==> config.mk <==
export PLATFORM = sky130hd
export DESIGN_NAME = pipe_stage_mux
export DESIGN_NICKNAME = d
export VERILOG_FILES = /design/src/rtl/pipe_stage_mux.sv
export SDC_FILE = /design/constraint.sdc
export NUM_CORES = 1
export LEC_CHECK = 0
export CORE_ASPECT_RATIO = 0.75
export CORE_MARGIN = 4
export CORE_UTILIZATION = 40
export DETAILED_ROUTE_END_ITERATION = 8
export PLACE_DENSITY = 0.82
export SETUP_SLACK_MARGIN = 0.02
export SLEW_MARGIN = 10
export SYNTH_ARGS = -nofsm -noshare
export SYNTH_HDL_FRONTEND = slang
export SYNTH_SLANG_ARGS = --single-unit
==> constraint.sdc <==
create_clock -name clk -period 5.42 [get_ports clk]
set_clock_uncertainty 0.15 [all_clocks]
set_input_delay 0.542 -clock clk [delete_from_list [all_inputs] [get_ports clk]]
set_output_delay 0.542 -clock clk [all_outputs]
set_load 0.005 [all_outputs]
==> src/rtl/pipe_stage_mux.sv <==
// pipe_stage_mux: N-way select pipeline register with skid buffer, flush and saturating stall counter
module pipe_stage_mux #(
  parameter int WIDTH = 32,
  parameter int NUM_IN = 2,
  parameter int SEL_W = $clog2(NUM_IN),
  parameter logic [WIDTH-1:0] RESET_VAL = '0,
  parameter int CNT_W = 16
) (
  input  logic                    clk,
  input  logic                    rst,
  input  logic [NUM_IN*WIDTH-1:0] in_data,
  input  logic [SEL_W-1:0]        sel,
  input  logic                    in_valid,
  output logic                    in_ready,
  input  logic                    flush,
  output logic [WIDTH-1:0]        out_data,
  output logic                    out_valid,
  input  logic                    out_ready,
  output logic [CNT_W-1:0]        stall_cnt
);
  logic [WIDTH-1:0] lane;
  logic [WIDTH-1:0] skid_data;
  logic             skid_valid;
  logic             accept;
  // out-of-range selects fall back to lane 0
  always_comb begin
    lane = in_data[WIDTH-1:0];
    for (int k = 1; k < NUM_IN; k++)
      if (sel == SEL_W'(k)) lane = in_data[k*WIDTH +: WIDTH];
  end
  assign in_ready = ~skid_valid;
  assign accept = in_valid & ~skid_valid;
  always_ff @(posedge clk) begin
    if (rst) begin
      out_valid <= 1'b0;
      skid_valid <= 1'b0;
      out_data <= RESET_VAL;
      skid_data <= RESET_VAL;
      stall_cnt <= '0;
    end else begin
      if (out_valid && !out_ready && stall_cnt != '1) stall_cnt <= stall_cnt + 1'b1;
      if (flush) begin
        out_valid <= 1'b0;
        skid_valid <= 1'b0;
        out_data <= RESET_VAL;
      end else if (skid_valid) begin
        if (out_ready) begin
          out_data <= skid_data;
          skid_valid <= 1'b0;
        end
      end else if (accept) begin
        if (!out_valid || out_ready) begin
          out_data <= lane;
          out_valid <= 1'b1;
        end else begin
          skid_data <= lane;
          skid_valid <= 1'b1;
        end
      end else if (out_ready) begin
        out_valid <= 1'b0;
      end
    end
  end
endmodule

==> results of run 1 <==
[worst paths after layout]
| check | from | to | slack (ps) | depth (start not counted) |
|---|---|---|---|---|
| worst min register to register | out_data[0] | out_data[0] | 300 | 2 |
| worst max register to register | out_valid | out_data[16] | 3200 | 4 |
| worst min-delay path | out_data[0] | out_data[0] | 300 | 2 |
| worst max-delay path | skid_valid | in_ready | 2570 | 2 |
[placed cells by master, fill, tap and decap left out, types with 4 or more instances in the layout]
cell type	Yosys	routed
nor2_1	42	42
nand2b_1	4	4
a31oi_1	4	4
or4_1	5	5
a211oi_1	32	32
dfxtp_1	82	82
nand2_1	70	70
mux2_2	4	4
inv_1	5	4
clkdlybuf4s50_1	0	117
o211ai_1	33	33
o31ai_1	5	5
mux2i_1	34	34
a21oi_1	41	41
clkbuf_16	0	9
[per-layer routing]
metal	wire, microns	global-route usage (%)	vias to the layer above
met5	0	0	-
met4	46	5.53	0
met3	594	4.99	4
met2	4930	31.2	107
met1	4410	23.8	1686
li1	-	-	1769
[power by group]
part	internal, mW	switching, mW	total, mW
clock	0.353	0.229	0.583
sequential	0.616	0.00796	0.624
combinational	0.0903	0.0702	0.160
total	1.06	0.308	1.37
[kinds of logic after synthesis]
kind of cell | after synthesis | share of synthesized area (%)
adders and majority gates | 1 | 0.335
muxes | 39 | 10.6
and+or+nand+nor | 149 | 19.0
buffers and inverters | 38 | 4.25
AOI/OAI and AO/OA | 122 | 21.6
DFF | 82 | 44.0
xor gates and xnor gates | 1 | 0.235
[flip-flops by register name (all words and copies together), names as in the netlist]
register	flops
out_data	32
out_valid	1
skid_data	32
skid_valid	1
stall_cnt	16
[area by class of cell]
cell class	instances	area share, %
sequential	82	31.2
multi-input combinational	312	37.0
inverter	5	0.357
clock inverter	5	1.07
timing repair buffer	122	22.9
tap	128	3.05
clock buffer	10	4.36
[worst max-delay path, cell delays in order, from the launching register on]
cell and delay, ps:
dfxtp_1 380, inv_2 770, clkdlybuf4s50_1 670
[cells in the mapped netlist (all sizes together)]
| cell type | count |
|---|---|
| nor2b | 3 |
| o21ai | 3 |
| nor3 | 4 |
| mux2i | 34 |
| buf | 14 |
| ha | 1 |
| o22a | 1 |
| xor2 | 1 |
| a31oi | 4 |
| a21oi | 41 |
| o31ai | 6 |
| nand2b | 4 |
| nor4b | 1 |
| nand3 | 2 |
| o22ai | 1 |
| nand2 | 70 |
| nand3b | 1 |
| and4 | 2 |
| or3 | 3 |
| mux2 | 5 |
| nor4 | 3 |
| o211ai | 33 |
| nor2 | 42 |
| a211oi | 32 |
| nand4 | 5 |
| and4b | 1 |
| and2b | 1 |
| inv | 5 |
| or2 | 1 |
| dfxtp | 82 |
| or4 | 5 |
| clkbuf | 19 |
| o41ai | 1 |
| and3b | 1 |
[per-stage QoR]
| step | cells | total power [mW] | worst slack [ps] | cell area [sq um] | util [%] |
|---|---|---|---|---|---|
| 6_report | 664 | 1.37 | 2570 | 5260 | 57.9 |
| 5_1_grt | 664 | 1.42 | 2440 | 5260 | 57.9 |
| 4_1_cts | 664 | 1.38 | 2560 | 5260 | 57.9 |
| 2_1_floorplan | 432 | 0.711 | 3550 | 3730 | - |
| 3_3_place_gp | 649 | 0.794 | 2640 | 4970 | 54.7 |
| 3_5_place_dp | 649 | 0.798 | 2600 | 4970 | 54.7 |
==> metrics.cfg, run 1 <==
[outcome]
outcome=complete, no violations

[power_and_ir_drop]
peakVddDrop_mv=0.155
p_leak_nw=1.89
power_density_nw_per_um2=260

[critical_path]
critPathCaptureType=output pin
start_kind=flop
cp_max_fo=65
critPathKind=reg -> out
arrival_ps=2150
required_ps=4730

[synthesis]
syn_area_sq_um=3730
synth_nets=503
synth_top_cell_area_share_pct=44.0
synth_cells=432
syn_area_per_cell_sq_um=8.65
synth_cell_types=42
synth_top_area_cell=dfxtp_1
ys_ff_latch=82
ys_warn_count=0
synth-seq-area-share_pct=44.0
synth_area_leaders=dfxtp_1, mux2i_1, nand2_1

[clock_tree]
clockRootBuffer=clkbuf_16
cts_resized=0
cts_tree=built
clk_pin_slew_ps=60
clockBufferDepth=2
cts_hold_buffers=0
cts_num_sinks=82
cts_buffers=9
insertion_delay_ps=320
cts.htree.levels=3
post_cts_buffers=0

[final_layout]
drive_above_1_share_pct=6.16
multi_input_area_sq_um=1950
register_area_sq_um=1640
layout.nets=603
num_antenna_cells=0
fillers=818
area_growth_pct=40.7

[global_routing]
overflow=0
grt_pass1_vias=3611
grt_usage_pct=18.7
grt_pass1_wl_mm=17.0
grt_start_max_net_pins=66
antenna_found_initial=0

[detailed_routing]
wl_per_cell_microns=15.0
drtPass1Iterations=4
antenna_left=0
vias_per_cell=5.37
routed-via-count=3566
drt_iter0_drc=171
drcViolationCount=0
routed_wl_mm=9.97

[sta]
min_period_ps=2850
tns_ps=0
grt_setup_unrepaired=no
drv_slew=0
min_period_over_period_pct=52.5
maxSlewHeadroom_pct=19.4
setup_viol=0
hold-worst-slack_ps=299
hold_viol_final=0
tightest_slew_ps=1210
fmaxAchievable_mhz=351

[placement]
place_hpwl_mm=6.76
io_buffers=119
place.gp.congestion=0.801

[die]
start_util_pct=41.1
num_rows=30
fp.dieH_microns=91.7
dieArea_sq_um=11000
io_pins=120
fp.dieW_microns=120
core_area_sq_um=9080

[hold_path]
hp-class=reg -> reg

[run]
maxCapViolations=0

(Power assumes the default switching activity.)
==> run 2: changes to the inputs <==
clock period = 2.8 ns   (was 5.42 ns; I/O delays follow)
==> run 2 against run 1 <==
  * First-iteration DRC count is 39% higher
  * Clock power is 92% higher
  * Largest power group unchanged
  * Register-to-register slack got worse by 2500 ps
  * Largest cell class unchanged
  * Hold slack improved by 2.3 ps
==> metrics.cfg, run 2 (synthesis results as in run 1) <==
[detailed_routing]
drcViolationCount=0  ; unchanged
wl_per_cell_microns=15.0  ; -0.15%
drt_iter0_drc=238  ; +39%
antenna_left=0  ; unchanged
routed-via-count=3589  ; +0.64%
drtPass1Iterations=5  ; +1
routed_wl_mm=10.0  ; +0.45%
vias_per_cell=5.37  ; about the same

[outcome]
outcome=complete, no violations

[global_routing]
overflow=0  ; unchanged
grt_pass1_vias=3548  ; -1.7%
grt_start_max_net_pins=65  ; -1.5%
grt_usage_pct=18.1  ; -0.58 points
grt_pass1_wl_mm=16.6  ; -2.5%
antenna_found_initial=0  ; unchanged

[power_and_ir_drop]
peakVddDrop_mv=0.223  ; +44%
p_leak_nw=1.91  ; +1.3%
power_density_nw_per_um2=497  ; +91%

[critical_path]
crit_path_top_delay_cell=clkdlybuf4s50_1
arrival_ps=1730  ; -420 ps
cp_max_fo=28  ; -57%
critPathCaptureType=output pin
cpPeakStageDelay_ps=620  ; -150 ps
cp_cell_sequence=inv_2 -> clkdlybuf4s50_1
start_kind=flop
critPathKind=reg -> out
required_ps=2370  ; -2360 ps

[sta]
hold_viol_final=0  ; unchanged
min_period_ps=2160
tns_ps=0  ; unchanged
grt_setup_unrepaired=no
maxSlewHeadroom_pct=49.1  ; +30 points
fmaxAchievable_mhz=463
setup_viol=0  ; unchanged
min_period_over_period_pct=77.1
tightest_slew_ps=763  ; -446 ps
drv_slew=0  ; unchanged

[hold_path]
hp-class=reg -> reg

[clock_tree]
cts_tree=built
cts.htree.levels=3  ; unchanged
cts_hold_buffers=0  ; unchanged
clk_pin_slew_ps=60  ; about the same
cts_buffers=9  ; unchanged
clockRootBuffer=clkbuf_16
cts_resized=0  ; unchanged
clockBufferDepth=2  ; unchanged
post_cts_buffers=0  ; unchanged
insertion_delay_ps=330  ; about the same
cts_num_sinks=82  ; unchanged

[final_layout]
fillers=792  ; -3.2%
top_regs=out_data x32, skid_data x32, stall_cnt x16
final_cell_mix=clkdlybuf4s50_1, dfxtp_1, nand2_1, nor2_1, a21oi_1
area_growth_pct=42.2
final_common_cell=clkdlybuf4s50_1
num_antenna_cells=0  ; unchanged
postLayoutCoreUtil_pct=58.5  ; +0.59 points
final_area_sq_um=5310  ; +1.0%
layout.nets=606  ; +0.50%
drive_above_1_share_pct=7.04  ; +0.88 points

[die]
dieArea_sq_um=11000  ; unchanged
fp.dieH_microns=91.7  ; unchanged
io_pins=120  ; unchanged
start_util_pct=41.1  ; unchanged
fp.dieW_microns=120  ; unchanged
num_rows=30  ; unchanged
core_area_sq_um=9080  ; unchanged

[run]
maxCapViolations=0  ; unchanged

[placement]
place.gp.congestion=0.827  ; +3.2%
io_buffers=119  ; unchanged
place_hpwl_mm=6.98  ; +3.2%
placed_area_sq_um=5020  ; +0.96%

## run 2: cell count changes in the layout (fill, tap and decap cells not counted)
cell and change:
buf_12 +2, clkbuf_8 +2, clkinv_4 +2, buf_4 +1
bufinv_16 -1, clkbuf_1 -1, clkinv_2 -1
## run 2: path summary, 6_finish.rpt
kind	start	to	slack [ps]	cells past startpoint
max	skid_valid	in_ready	640	2
min reg2reg	out_data[25]	out_data[25]	300	2
min	out_data[25]	out_data[25]	300	2
max reg2reg	stall_cnt[7]	stall_cnt[15]	740	4
## run 2: through the flow
stage,worst slack [ps],instances,power (mW),hold slack [ps]
floorplan,969,432,1.38,209
global placement,503,652,1.54,290
detailed placement,426,652,1.55,294
CTS,628,668,2.66,303
global route,557,668,2.74,320
finish,640,668,2.64,302
## run 2: cell type report
| type | instances | area, sq um | area share [%] |
|---|---|---|---|
| inverters | 5 | 18.8 | 0.353 |
| multi-input cells | 312 | 1950 | 36.7 |
| repair buffers | 125 | 1250 | 23.6 |
| clock buffers | 11 | 253 | 4.76 |
| clock inverters | 5 | 38.8 | 0.730 |
| well taps | 128 | 160 | 3.02 |
| flip-flops and latches | 82 | 1640 | 30.9 |
## run 2: where the power goes
part           internal (mW)  switching, mW
registers               1.19         0.0155
clock network          0.652          0.463
logic                  0.178          0.138
## run 2: critical path, delay by kind of cell (launching register included)
kind / cells / cell delay [ps]
flip-flops: 1 / 390
buffers and inverters: 2 / 1020
## run 2: layer usage
metal  routed length (microns)  up-vias  track usage, %
met5                         0        -               0
met3                       530        6            4.69
met2                      4720      115            30.2
li1                          -     1778               -
met4                        70        0            4.29
met1                      4700     1690            23.6
==> run 3: changes to the inputs <==
clock period = 2.2 ns   (was 2.8 ns; I/O delays follow)
==> run 3 against run 2 <==
  * Hold slack got worse by 60 ps
  * Combinational power increased by 30%
  * Non-clock buffer count increased by 8
  * Cell count increased by 1.2%
  * Via count increased by 1.7%
==> metrics.cfg, run 3 (synthesis results as in run 1) <==
[outcome]
outcome=complete, no violations

[final_layout]
final_common_cell=clkdlybuf4s50_1
final_cell_mix=clkdlybuf4s50_1, dfxtp_1, nand2_1, nor2_1, a21oi_1
area_growth_pct=43.9
drive_above_1_share_pct=8.39  ; +1.4 points
layout.nets=614  ; +1.3%
top_regs=out_data x32, skid_data x32, stall_cnt x16
final_area_sq_um=5370  ; +1.2%
instances_no_fill=676  ; +1.2%
num_antenna_cells=0  ; unchanged

[sta]
hold_viol_final=0  ; unchanged
min_period_ps=2030
tightest_slew_ps=724  ; -39.2 ps
min_period_over_period_pct=92.4
setup_viol=0  ; unchanged
grt_setup_unrepaired=no
tns_ps=0  ; unchanged
maxSlewHeadroom_pct=51.8  ; +2.6 points
fmaxAchievable_mhz=492
fin_ws_ps=168  ; -472 ps
drv_slew=0  ; unchanged

[critical_path]
start_kind=flop
crit_path_top_delay_cell=dfxtp_1
cp_cell_sequence=nand4_2 -> or3_1 -> nor4b_1 -> mux2_1
critPathCaptureType=flop
required_ps=2260  ; -110 ps
cp_max_fo=8  ; -71%
arrival_ps=2090  ; +360 ps
cpPeakStageDelay_ps=490  ; -130 ps
critPathKind=reg -> reg

[clock_tree]
clockBufferDepth=2  ; unchanged
clockRootBuffer=clkbuf_16
cts_tree=built
cts_hold_buffers=0  ; unchanged
post_cts_buffers=0  ; unchanged
insertion_delay_ps=320  ; about the same
cts_resized=0  ; unchanged
cts_num_sinks=82  ; unchanged
cts.htree.levels=3  ; unchanged
cts_buffers=9  ; unchanged
clk_pin_slew_ps=60  ; about the same

[detailed_routing]
drt_iter0_drc=200  ; -16%
wl_per_cell_microns=15.4  ; +2.9%
routed-via-count=3649  ; +1.7%
drtPass1Iterations=4  ; -1
antenna_left=0  ; unchanged
vias_per_cell=5.40  ; +0.47%
drcViolationCount=0  ; unchanged
routed_wl_mm=10.4  ; +4.1%

[run]
maxCapViolations=0  ; unchanged

[placement]
place.gp.congestion=0.804  ; -2.7%
placed_area_sq_um=5090  ; +1.4%
place_hpwl_mm=7.51  ; +7.7%
place_worst_setup_slack_ps=86.2  ; -340 ps
dp.cells=660  ; +1.2%
io_buffers=119  ; unchanged

[die]
core_area_sq_um=9080  ; unchanged
fp.dieW_microns=120  ; unchanged
start_util_pct=41.1  ; unchanged
dieArea_sq_um=11000  ; unchanged
fp.dieH_microns=91.7  ; unchanged
num_rows=30  ; unchanged
io_pins=120  ; unchanged

[global_routing]
grt_usage_pct=19.6  ; +1.5 points
antenna_found_initial=0  ; unchanged
grt_pass1_vias=3674  ; +3.6%
grt_start_max_net_pins=35  ; -46%
grt_pass1_wl_mm=17.5  ; +5.9%
overflow=0  ; unchanged

[hold_path]
hp-class=in -> reg

[power_and_ir_drop]
peakVddDrop_mv=0.366  ; +64%
power_density_nw_per_um2=623  ; +25%
power.total_mw=3.35  ; +27%
p_leak_nw=1.95  ; +1.7%

==> run 3: changes by cell type in the layout (fill, tap and decap cells not counted), sizes merged <==
cell / delta
clkinvlp: +1
clkbuf: -1
buf: +8
==> run 3: final cells by class <==
class / count / area (sq um)
well taps: 128 / 160
flip-flops and latches: 82 / 1640
clock inverters: 6 / 42.5
repair buffers: 133 / 1320
fillers: 814 / 3710
clock buffers: 10 / 239
multi-input cells: 312 / 1950
inverters: 5 / 18.8
==> run 3: where the power goes <==
part / leakage, nW / total (mW) / switching, mW / internal (mW)
clock network: 0.134 / 1.40 / 0.604 / 0.795
logic: 1.15 / 0.412 / 0.178 / 0.234
registers: 0.664 / 1.54 / 0.0196 / 1.52
==> run 3: stage by stage <==
step                utilization, %  hold slack, ps
floorplan                        -             149
global placement              56.0             293
detailed placement            56.0             295
CTS                           59.1             230
global route                  59.1             276
finish                        59.1             242
==> run 3: final timing paths <==
check             slack, ps          from             to  depth (start not counted)
setup / recovery        170  stall_cnt[7]  stall_cnt[15]                          4
hold / removal          240           rst   skid_data[4]                          2
setup reg to reg        170  stall_cnt[7]  stall_cnt[15]                          4
hold reg to reg         300   out_data[0]    out_data[0]                          2
==> run 3: layer usage <==
layer	wire [microns]	up-vias	GRT usage, %
met5	0	-	0
met4	150	0	6.01
met3	688	14	5.36
met2	5160	147	33.2
met1	4440	1702	24.3
li1	-	1786	-
==> run 3: worst max-delay path: cells and delay by family (launching register included) <==
family,cells,cell delay (ps)
flip-flops,1,490
multiplexers,1,360
AND/OR/NAND/NOR,3,920
